[src/rtl/pc_sequencer_pkg.sv]
// Shared types and constants for the program-counter sequencer.
// Holds the FSM state enum, trap cause codes and the select-width helper.
package pc_pkg;

    typedef enum logic {ST_RUN, ST_TRAP} state_t;

    localparam logic [1:0] CAUSE_OPCODE = 2'd0;
    localparam logic [1:0] CAUSE_OVF    = 2'd1;
    localparam logic [1:0] CAUSE_DIV0   = 2'd2;
    localparam logic [1:0] CAUSE_ALIGN  = 2'd3;

    // A single source still needs a one-bit select so the port never collapses.
    function automatic int selw(input int n);
        return (n > 2) ? $clog2(n) : 1;
    endfunction

endpackage

[src/rtl/pc_sequencer_if.sv]
// Control/datapath bundle between the main control FSM and the PC sequencer.
interface pc_sequencer_if #(
    parameter int WIDTH = 32,
    parameter int NSRC  = 5
) ();
    import pc_pkg::*;

    localparam int SELW = selw(NSRC);

    logic [NSRC*WIDTH-1:0] src_bus;
    logic [SELW-1:0]       pc_sel;
    logic                  pc_write;
    logic                  pc_write_cond;
    logic                  cond_true;
    logic                  eret;
    logic                  exc_req;
    logic [1:0]            exc_code;
    logic [WIDTH-1:0]      next_pc;
    logic [WIDTH-1:0]      pc_out;
    logic [WIDTH-1:0]      epc_out;
    logic [1:0]            cause_out;
    logic                  trap_busy;
    logic                  pc_updated;

    modport master (
        output src_bus, pc_sel, pc_write, pc_write_cond, cond_true, eret, exc_req, exc_code,
        input  next_pc, pc_out, epc_out, cause_out, trap_busy, pc_updated
    );

    modport slave (
        input  src_bus, pc_sel, pc_write, pc_write_cond, cond_true, eret, exc_req, exc_code,
        output next_pc, pc_out, epc_out, cause_out, trap_busy, pc_updated
    );

endinterface

[src/rtl/pc_sequencer_src_mux.sv]
// N-way next-PC source selector; out-of-range selects fall back to the last source.
module pc_src_mux
    import pc_pkg::*;
#(
    parameter int WIDTH = 32,
    parameter int NSRC  = 5
) (
    input  logic [NSRC*WIDTH-1:0]   src_bus,
    input  logic [selw(NSRC)-1:0]   sel,
    output logic [WIDTH-1:0]        y
);

    always_comb begin
        y = src_bus[(NSRC-1)*WIDTH +: WIDTH];
        for (int i = 0; i < NSRC; i++) begin
            if (int'(sel) == i) begin
                y = src_bus[i*WIDTH +: WIDTH];
            end
        end
    end

endmodule

[src/rtl/pc_sequencer.sv]
// Program-counter unit: source select, PC/EPC registers, exception vectoring
// and a fixed-length trap window during which control requests are dropped.
module pc_sequencer
    import pc_pkg::*;
#(
    parameter int               WIDTH       = 32,
    parameter int               NSRC        = 5,
    parameter logic [WIDTH-1:0] RESET_PC    = '0,
    parameter logic [WIDTH-1:0] VEC_BASE    = WIDTH'(32'h0000_00FD),
    parameter int               VEC_STRIDE  = 1,
    parameter int               TRAP_HOLD   = 2,
    parameter bit               ALIGN_CHECK = 1'b1
) (
    input  logic          clk,
    input  logic          reset,
    pc_sequencer_if.slave bus
);

    localparam int           HW        = (TRAP_HOLD > 1) ? $clog2(TRAP_HOLD) : 1;
    localparam logic [HW-1:0] HOLD_LAST = HW'(TRAP_HOLD - 1);

    state_t           state, state_nxt;
    logic [HW-1:0]    hold, hold_nxt;
    logic [WIDTH-1:0] pc, pc_nxt;
    logic [WIDTH-1:0] epc, epc_nxt;
    logic [1:0]       cause, cause_nxt;
    logic             updated, updated_nxt;
    logic [WIDTH-1:0] next_pc;
    logic             load;
    logic             misalign;

    // Vector arithmetic wraps modulo 2^WIDTH by construction.
    function automatic logic [WIDTH-1:0] vec_addr(input logic [1:0] code);
        return VEC_BASE + WIDTH'(VEC_STRIDE) * WIDTH'(code);
    endfunction

    pc_src_mux #(
        .WIDTH (WIDTH),
        .NSRC  (NSRC)
    ) u_src_mux (
        .src_bus (bus.src_bus),
        .sel     (bus.pc_sel),
        .y       (next_pc)
    );

    assign load     = bus.pc_write | (bus.pc_write_cond & bus.cond_true);
    assign misalign = ALIGN_CHECK & load & (next_pc[1:0] != 2'b00);

    always_ff @(posedge clk or posedge reset) begin
        if (reset) begin
            state   <= ST_RUN;
            hold    <= '0;
            pc      <= RESET_PC;
            epc     <= '0;
            cause   <= CAUSE_OPCODE;
            updated <= 1'b0;
        end else begin
            state   <= state_nxt;
            hold    <= hold_nxt;
            pc      <= pc_nxt;
            epc     <= epc_nxt;
            cause   <= cause_nxt;
            updated <= updated_nxt;
        end
    end

    // Exceptions outrank misalignment, which outranks eret, which outranks a plain load.
    always_comb begin
        state_nxt   = state;
        hold_nxt    = hold;
        pc_nxt      = pc;
        epc_nxt     = epc;
        cause_nxt   = cause;
        updated_nxt = 1'b0;
        if (state == ST_RUN) begin
            if (bus.exc_req) begin
                epc_nxt     = pc;
                cause_nxt   = bus.exc_code;
                pc_nxt      = vec_addr(bus.exc_code);
                state_nxt   = ST_TRAP;
                hold_nxt    = '0;
                updated_nxt = 1'b1;
            end else if (misalign) begin
                epc_nxt     = pc;
                cause_nxt   = CAUSE_ALIGN;
                pc_nxt      = vec_addr(CAUSE_ALIGN);
                state_nxt   = ST_TRAP;
                hold_nxt    = '0;
                updated_nxt = 1'b1;
            end else if (bus.eret) begin
                pc_nxt      = epc;
                updated_nxt = 1'b1;
            end else if (load) begin
                pc_nxt      = next_pc;
                updated_nxt = 1'b1;
            end
        end else begin
            if (hold == HOLD_LAST) begin
                state_nxt = ST_RUN;
                hold_nxt  = '0;
            end else begin
                hold_nxt = hold + 1'b1;
            end
        end
    end

    assign bus.next_pc    = next_pc;
    assign bus.pc_out     = pc;
    assign bus.epc_out    = epc;
    assign bus.cause_out  = cause;
    assign bus.trap_busy  = (state == ST_TRAP);
    assign bus.pc_updated = updated;

endmodule

[src/flat_wrapper.sv]
// flat-port wrapper written by rule: the top's interface ports become plain ports
module pc_sequencer_flat import pc_pkg::*;
#(
    parameter int               WIDTH       = 32,
    parameter int               NSRC        = 5,
    parameter logic [WIDTH-1:0] RESET_PC    = '0,
    parameter logic [WIDTH-1:0] VEC_BASE    = WIDTH'(32'h0000_00FD),
    parameter int               VEC_STRIDE  = 1,
    parameter int               TRAP_HOLD   = 2,
    parameter bit               ALIGN_CHECK = 1'b1
)
  (clk, reset, bus_src_bus, bus_pc_sel, bus_pc_write, bus_pc_write_cond, bus_cond_true, bus_eret, bus_exc_req, bus_exc_code, bus_next_pc, bus_pc_out, bus_epc_out, bus_cause_out, bus_trap_busy, bus_pc_updated);
  pc_sequencer_if #(.WIDTH(WIDTH), .NSRC(NSRC)) bus_i ();
  input  logic clk;
  input  logic reset;
  input wire logic [$bits(bus_i.src_bus)-1:0] bus_src_bus;
  input wire logic [$bits(bus_i.pc_sel)-1:0] bus_pc_sel;
  input wire logic [$bits(bus_i.pc_write)-1:0] bus_pc_write;
  input wire logic [$bits(bus_i.pc_write_cond)-1:0] bus_pc_write_cond;
  input wire logic [$bits(bus_i.cond_true)-1:0] bus_cond_true;
  input wire logic [$bits(bus_i.eret)-1:0] bus_eret;
  input wire logic [$bits(bus_i.exc_req)-1:0] bus_exc_req;
  input wire logic [$bits(bus_i.exc_code)-1:0] bus_exc_code;
  output wire logic [$bits(bus_i.next_pc)-1:0] bus_next_pc;
  output wire logic [$bits(bus_i.pc_out)-1:0] bus_pc_out;
  output wire logic [$bits(bus_i.epc_out)-1:0] bus_epc_out;
  output wire logic [$bits(bus_i.cause_out)-1:0] bus_cause_out;
  output wire logic [$bits(bus_i.trap_busy)-1:0] bus_trap_busy;
  output wire logic [$bits(bus_i.pc_updated)-1:0] bus_pc_updated;
  assign bus_i.src_bus = bus_src_bus;
  assign bus_i.pc_sel = bus_pc_sel;
  assign bus_i.pc_write = bus_pc_write;
  assign bus_i.pc_write_cond = bus_pc_write_cond;
  assign bus_i.cond_true = bus_cond_true;
  assign bus_i.eret = bus_eret;
  assign bus_i.exc_req = bus_exc_req;
  assign bus_i.exc_code = bus_exc_code;
  assign bus_next_pc = bus_i.next_pc;
  assign bus_pc_out = bus_i.pc_out;
  assign bus_epc_out = bus_i.epc_out;
  assign bus_cause_out = bus_i.cause_out;
  assign bus_trap_busy = bus_i.trap_busy;
  assign bus_pc_updated = bus_i.pc_updated;
  pc_sequencer #(.WIDTH(WIDTH), .NSRC(NSRC), .RESET_PC(RESET_PC), .VEC_BASE(VEC_BASE), .VEC_STRIDE(VEC_STRIDE), .TRAP_HOLD(TRAP_HOLD), .ALIGN_CHECK(ALIGN_CHECK)) u_core (.clk(clk), .reset(reset), .bus(bus_i));
endmodule
[config.mk]
export PLATFORM = sky130hd
export DESIGN_NAME = pc_sequencer_flat
export DESIGN_NICKNAME = d
export VERILOG_FILES = /design/src/rtl/pc_sequencer_pkg.sv /design/src/rtl/pc_sequencer_if.sv /design/src/rtl/pc_sequencer_src_mux.sv /design/src/rtl/pc_sequencer.sv /design/src/flat_wrapper.sv
export SDC_FILE = /design/constraint.sdc
export NUM_CORES = 1
export LEC_CHECK = 0
export ABC_AREA = 1
export BUFFER_PORTS_ARGS = -buffer_cell sky130_fd_sc_hd__buf_2
export CAP_MARGIN = 20
export CORE_MARGIN = 2
export CORE_UTILIZATION = 45
export DETAILED_ROUTE_END_ITERATION = 10
export HOLD_SLACK_MARGIN = 0.02
export PLACE_DENSITY = 0.83
export SYNTH_ARGS = -nofsm -noshare
export SYNTH_HDL_FRONTEND = slang
export SYNTH_SLANG_ARGS = --single-unit
[constraint.sdc]
create_clock -name clk -period 2.83 [get_ports clk]
set_input_delay 0.7075 -clock clk [delete_from_list [all_inputs] [get_ports clk]]
set_output_delay 0.7075 -clock clk [all_outputs]
set_load 0.03 [all_outputs]
=== Word level (Yosys, flattened, before mapping) ===
Cells that the tools add are included.

* Bits in registers: 69
* Input bits: 172
* Output and inout bits: 100
* Logic and storage cells: 49

* Add/subtract/negate cells: 2
* Equality and inequality tests: 4
* Muxes and demuxes: 26
* Bitwise gates (word level): 4
* Reduce and logical (&&, ||, !) cells: 7

{| class="wikitable"
|+ Operators by type and width
! kind !! number
|-
| $mux W32 || 11
|-
| $mux W1 || 13
|-
| $add A8 B2 Y9 const A || 1
|-
| $eq A3 B3 Y1 const B || 3
|-
| $mux W2 || 2
|-
| $reduce_and A2 Y1 || 2
|-
| $reduce_bool A2 Y1 || 2
|-
| $reduce_bool A4 Y1 || 1
|-
| $eq A3 B2 Y1 const B || 1
|-
| $logic_not A3 Y1 || 1
|-
| $reduce_bool A3 Y1 || 1
|-
| $and A1 B1 Y1 || 2
|-
| $add A1 B1 Y1 const B || 1
|-
| $not A1 Y1 || 1
|-
| $or A1 B1 Y1 || 1
|}

=== Longest topological paths before layout ===
* Depth after elaboration: 11
* Depth in mapped cells: 14
* Gate-level depth less buffers: 13

=== Modules after synthesis ===
A second synthesis with hierarchy kept.

* Cell total of the unflattened synthesis: 758
* Area total of the unflattened synthesis: 4,809.6 µm²

{| class="wikitable"
|+ By module, submodules not included
! module !! times used !! cells each !! area each (µm²) !! sequential area each (µm²)
|-
| pc_sequencer || 1 || 433 || 3,382.0 || 1,726.7
|-
| pc_src_mux || 1 || 325 || 1,427.6 || 0.0
|}

=== Worst setup path before layout ===
Ideal clock, no wire load.

* Kind: input to output
* Start: input port bus_pc_sel[2]
* End: output port bus_next_pc[2]
* Arrival: 2,193 ps
* Required time: 2,122 ps
* Slack: -71 ps
* Stages on the path: 8
* Buffers on the path: 1
* Cell sequence: inv_2 nand2_1 nor2_2 buf_2 nor2_1 nand2_1 nand2_1 a21boi_0

* Word-level cells in the longest chain between the ends: 6
* Elaborated cells on any way between the ends: 10
* Those cells by class: eq/ne (4); mux (5); reduce/logical (1)

{| class="wikitable"
|+ RTL lines
! element !! RTL line !! source
|-
| from (decl) || flat_wrapper.sv:17 || <nowiki>input wire logic [$bits(bus_i.pc_sel)-1:0] bus_pc_sel;</nowiki>
|-
| $logic_not A3 Y1 || pc_sequencer_src_mux.sv:16 || <nowiki>if (int'(sel) == i) begin</nowiki>
|-
| $mux W32 (4 in series) || pc_sequencer_src_mux.sv:16 ||
|-
| $mux W32 * || pc_sequencer_src_mux.sv:16 ||
|-
| to (decl) || flat_wrapper.sv:24 || <nowiki>output wire logic [$bits(bus_i.next_pc)-1:0] bus_next_pc;</nowiki>
|}

Mark *: on every way between the ends. The rest lies on a longest branch, timed or not.

=== Worst setup path after layout ===
* Start: input port bus_pc_sel[2]
* End: output port bus_next_pc[21]

The elaborated chain is that of the path after synthesis.

==> results.txt <==
----------------------------------------------------
[Outcome]
  Result of the run ... complete, no violations

[Routing]
  Post-route ant nets ... 0
  Drt first pass iters ... 7
  DRT iter0 DRCs ... 324
  Post-detailed-route wirelength per cell ... 14.9 µm
  Number of vias per cell after detailed routing ... 5.13
  Number of vias in the routed layout ... between 6000 and 7000
  Routed WL ... between 15 and 20 mm
  DR DRC count ... 0

[Timing]
  Setup repair after global routing missed its margin ... yes
  Setup TNS after final layout ... 0 ns
  Portion of the clock cycle consumed by the worst path in the final layout ... a little over nine tenths
  Minimum clock period ... around 2.8 ns
  Setup violations, final ... 0
  Clock Skew ... roughly 0.007 ns
  Slew @ Worst Pin ... about 1.1 ns
  Headroom to the max-slew limit ... roughly a quarter
  Total count of max-transition violations in the final report ... 0
  Crit path setup slack, layout ... approximately 0.070 ns
  Achievable clock frequency ... 362 MHz
  Final hold vios ... 0

[Placed design]
  RD Place Congestion ... 0.960
  Cell Count Post-Placement ... about 1200
  Post-detailed-placement half-perimeter wirelength ... between 10 and 15 mm
  Total of buffers placed on input and output ports ... about 270
  Placement Setup Slack ... 0.0657 ns

[Worst setup path]
  Worst path slowest cell ... sky130_fd_sc_hd__buf_2
  Cell chain of the critical path ... buf_2 > inv_2 > nand2_2 > nor2_4 > buf_4 > clkbuf_16 > a21oi_1 > o21ai_0 > nand3_1 > nand2_1 > buf_2
  Path type of the worst setup path ... input pin to output port
  Crit-path most repeated cell ... sky130_fd_sc_hd__buf_2
  Required time of the worst setup path ... 2.12 ns
  Element type at the critical path end ... output port
  Data arrival time of the critical path ... slightly above 2 ns
  Critical path launch point type ... input pin
  Critical-path maximum fanout ... 21
  Max incr delay on CP ... 0.19 ns

[Die]
  Effective utilization at floorplan ... a little under half
  Core region area ... between 10000 and 15000 µm²
  Site row count ... 37
  Number of primary I/O pins ... around 270
  Die ar. ... 11600 µm²
  Die height ... 108 µm
  Die width ... between 100 and 150 µm

[Yosys]
  Post-Syn Instances ... about 770
  Total of warnings raised by yosys ... 0
  Post-synth cell types ... 26
  Most area-hungry cell type in the Yosys netlist ... sky130_fd_sc_hd__dfrtp_1
  Number of storage elements in the synthesis netlist ... between 60 and 70
  Synthesized area per cell ... ~6.2 µm²
  Total nets after synthesis ... around 950
  Sequential fraction of the synthesis area ... 35.8%
  Share of the synthesized area in the top cell type ... between 30 and 40%
  Post-synth design cell area ... a little under 5000 µm²
  Area contributors post-synth ... sky130_fd_sc_hd__dfrtp_1 36%, sky130_fd_sc_hd__nand2_1 17%, sky130_fd_sc_hd__nand3_1 9.2%

[Clocking]
  Clock buffers created by TritonCTS ... 9
  H-tree depth ... 3
  Clock Root Buffer ... sky130_fd_sc_hd__clkbuf_8
  Max Buffers Root-to-Sink ... 2
  Clock tree from TritonCTS ... done
  Sinks on the clock net ... 69
  Clock slew at reported path FFs ... about 0.070 ns
  Worst skew pair latency ... around 0.35 ns

[Flow run]
  Maximum Capacitance Violations ... 0

[Global route]
  Via count of the first global-routing pass ... roughly 5500
  Final global-route overflow total ... 0
  Global-route wire length before repair ... around 27 mm
  Total track usage ... ~31%
  Largest net degree at the start of global routing ... between 50 and 60
  Antenna violations before repair ... 0

[Layout]
  Final Net Count ... 1210
  Final non-filler cell total ... 1178
  Most common library cell in the layout ignoring fill and taps ... sky130_fd_sc_hd__buf_2
  Number of inserted diodes ... 0
  Final standard cell utilization of the core ... between 60% and 70%
  Share of final-layout standard cells stronger than drive strength 1 ... between 30% and 40%
  Commonest non-fill, non-tap cells in the layout ... 267 x sky130_fd_sc_hd__buf_2, 224 x sky130_fd_sc_hd__nand2_1, 103 x sky130_fd_sc_hd__inv_1
  Synth-to-layout area growth ... 38.5%

[Min path]
  Worst hold path class ... input pin to asynchronous set/reset pin

[Power and ir drop]
  Leakage power summed over all cells ... 3.92 nW
  P per Cell Area ... 848 nW/µm²
  Maximum vdd ir drop ... ~0.0008 V

----------------------------------------------------
[synth_stat cells, drive strengths merged]
master / number
ha: 1
clkbuf: 26
or2: 10
o21ai: 74
nand3b: 1
dfrtp: 69
nand3: 90
a21oi: 34
inv: 109
a31oi: 1
a21boi: 7
buf: 19
nand2: 229
nor2: 80
o22ai: 23
[cell type report]
class	count	area [µm²]
Fill cell	981	3680
Multi-Input combinational cell	550	2490
Sequential cell	69	1730
Timing Repair Buffer	298	1670
Inverter	109	409
Tap cell	136	170
Clock buffer	9	124
Clock inverter	7	90.1
[critical path, delay by kind of cell]
family | cells | cell delay (ns)
AND/OR/NAND/NOR | 4 | 0.49
buffers and inverters | 5 | 0.73
AO/OA/AOI/OAI | 2 | 0.12
[logic make-up after synthesis]
group           share of synthesized area [%]
simple gates                             35.8
compound gates                           15.4
flops                                    35.8
fa+ha+maj                               0.259
buf+inv                                  12.8
[repair_timing]
action,in CTS,in global routing
setup buffers,0,1
gates resized for setup,0,7
endpoints found under the setup margin,0,8
hold buffers,0,0
endpoints found under the hold margin,0,0
[report_power, final]
part	switching, mW	leakage (nW)	internal [mW]	total (mW)
registers	0.328	0.894	1.42	1.75
clock network	0.376	0.105	0.491	0.866
logic	2.12	2.92	0.932	3.05
total	2.82	3.92	2.85	5.67
[state kept, by name, indices dropped and copies added (netlist names)]
register / cells
u_core.bus.epc_out: 32
u_core.bus.pc_out: 32
u_core.bus.cause_out: 2
u_core.bus.pc_updated: 1
u_core.bus.trap_busy: 1
u_core.hold: 1
[final timing paths]
| check | start | end | slack [ns] | depth (start not counted) |
|---|---|---|---|---|
| max | bus_pc_sel[2] | bus_next_pc[21] | 0.07 | 11 |
| min | reset | u_core.bus.epc_out[8]$_DFFE_PP0P_ | 0.31 | 2 |
| max reg2reg | u_core.bus.trap_busy$_DFF_PP0_ | u_core.bus.pc_out[25]$_DFFE_PP0P_ | 0.98 | 5 |
| min reg2reg | u_core.bus.cause_out[1]$_DFFE_PP0P_ | u_core.bus.cause_out[1]$_DFFE_PP0P_ | 0.49 | 2 |
| max in group asynchronous | reset | u_core.bus.pc_out[25]$_DFFE_PP0P_ | 1.91 | 3 |
| min in group clk | u_core.bus.cause_out[1]$_DFFE_PP0P_ | u_core.bus.cause_out[1]$_DFFE_PP0P_ | 0.49 | 2 |
[per-stage QoR]
step           hold WS, ns  power [mW]  area [µm²]
2_1_floorplan        0.501        3.79        4830
3_3_place_gp         0.481        4.76        6430
3_5_place_dp         0.475        4.80        6430
4_1_cts              0.310        5.68        6640
5_1_grt              0.322        6.05        6690
6_report             0.314        5.67        6690
[routing by layer]
layer / wire [µm] / up-vias / GRT usage (%)
met5: 0 / - / 0
met4: 654 / 0 / 12.3
li1: - / 2966 / -
met2: 8600 / 296 / 53.8
met3: 1570 / 50 / 7.75
met1: 6760 / 2733 / 35.3
Note: power is estimated with default switching activity, not from simulation.
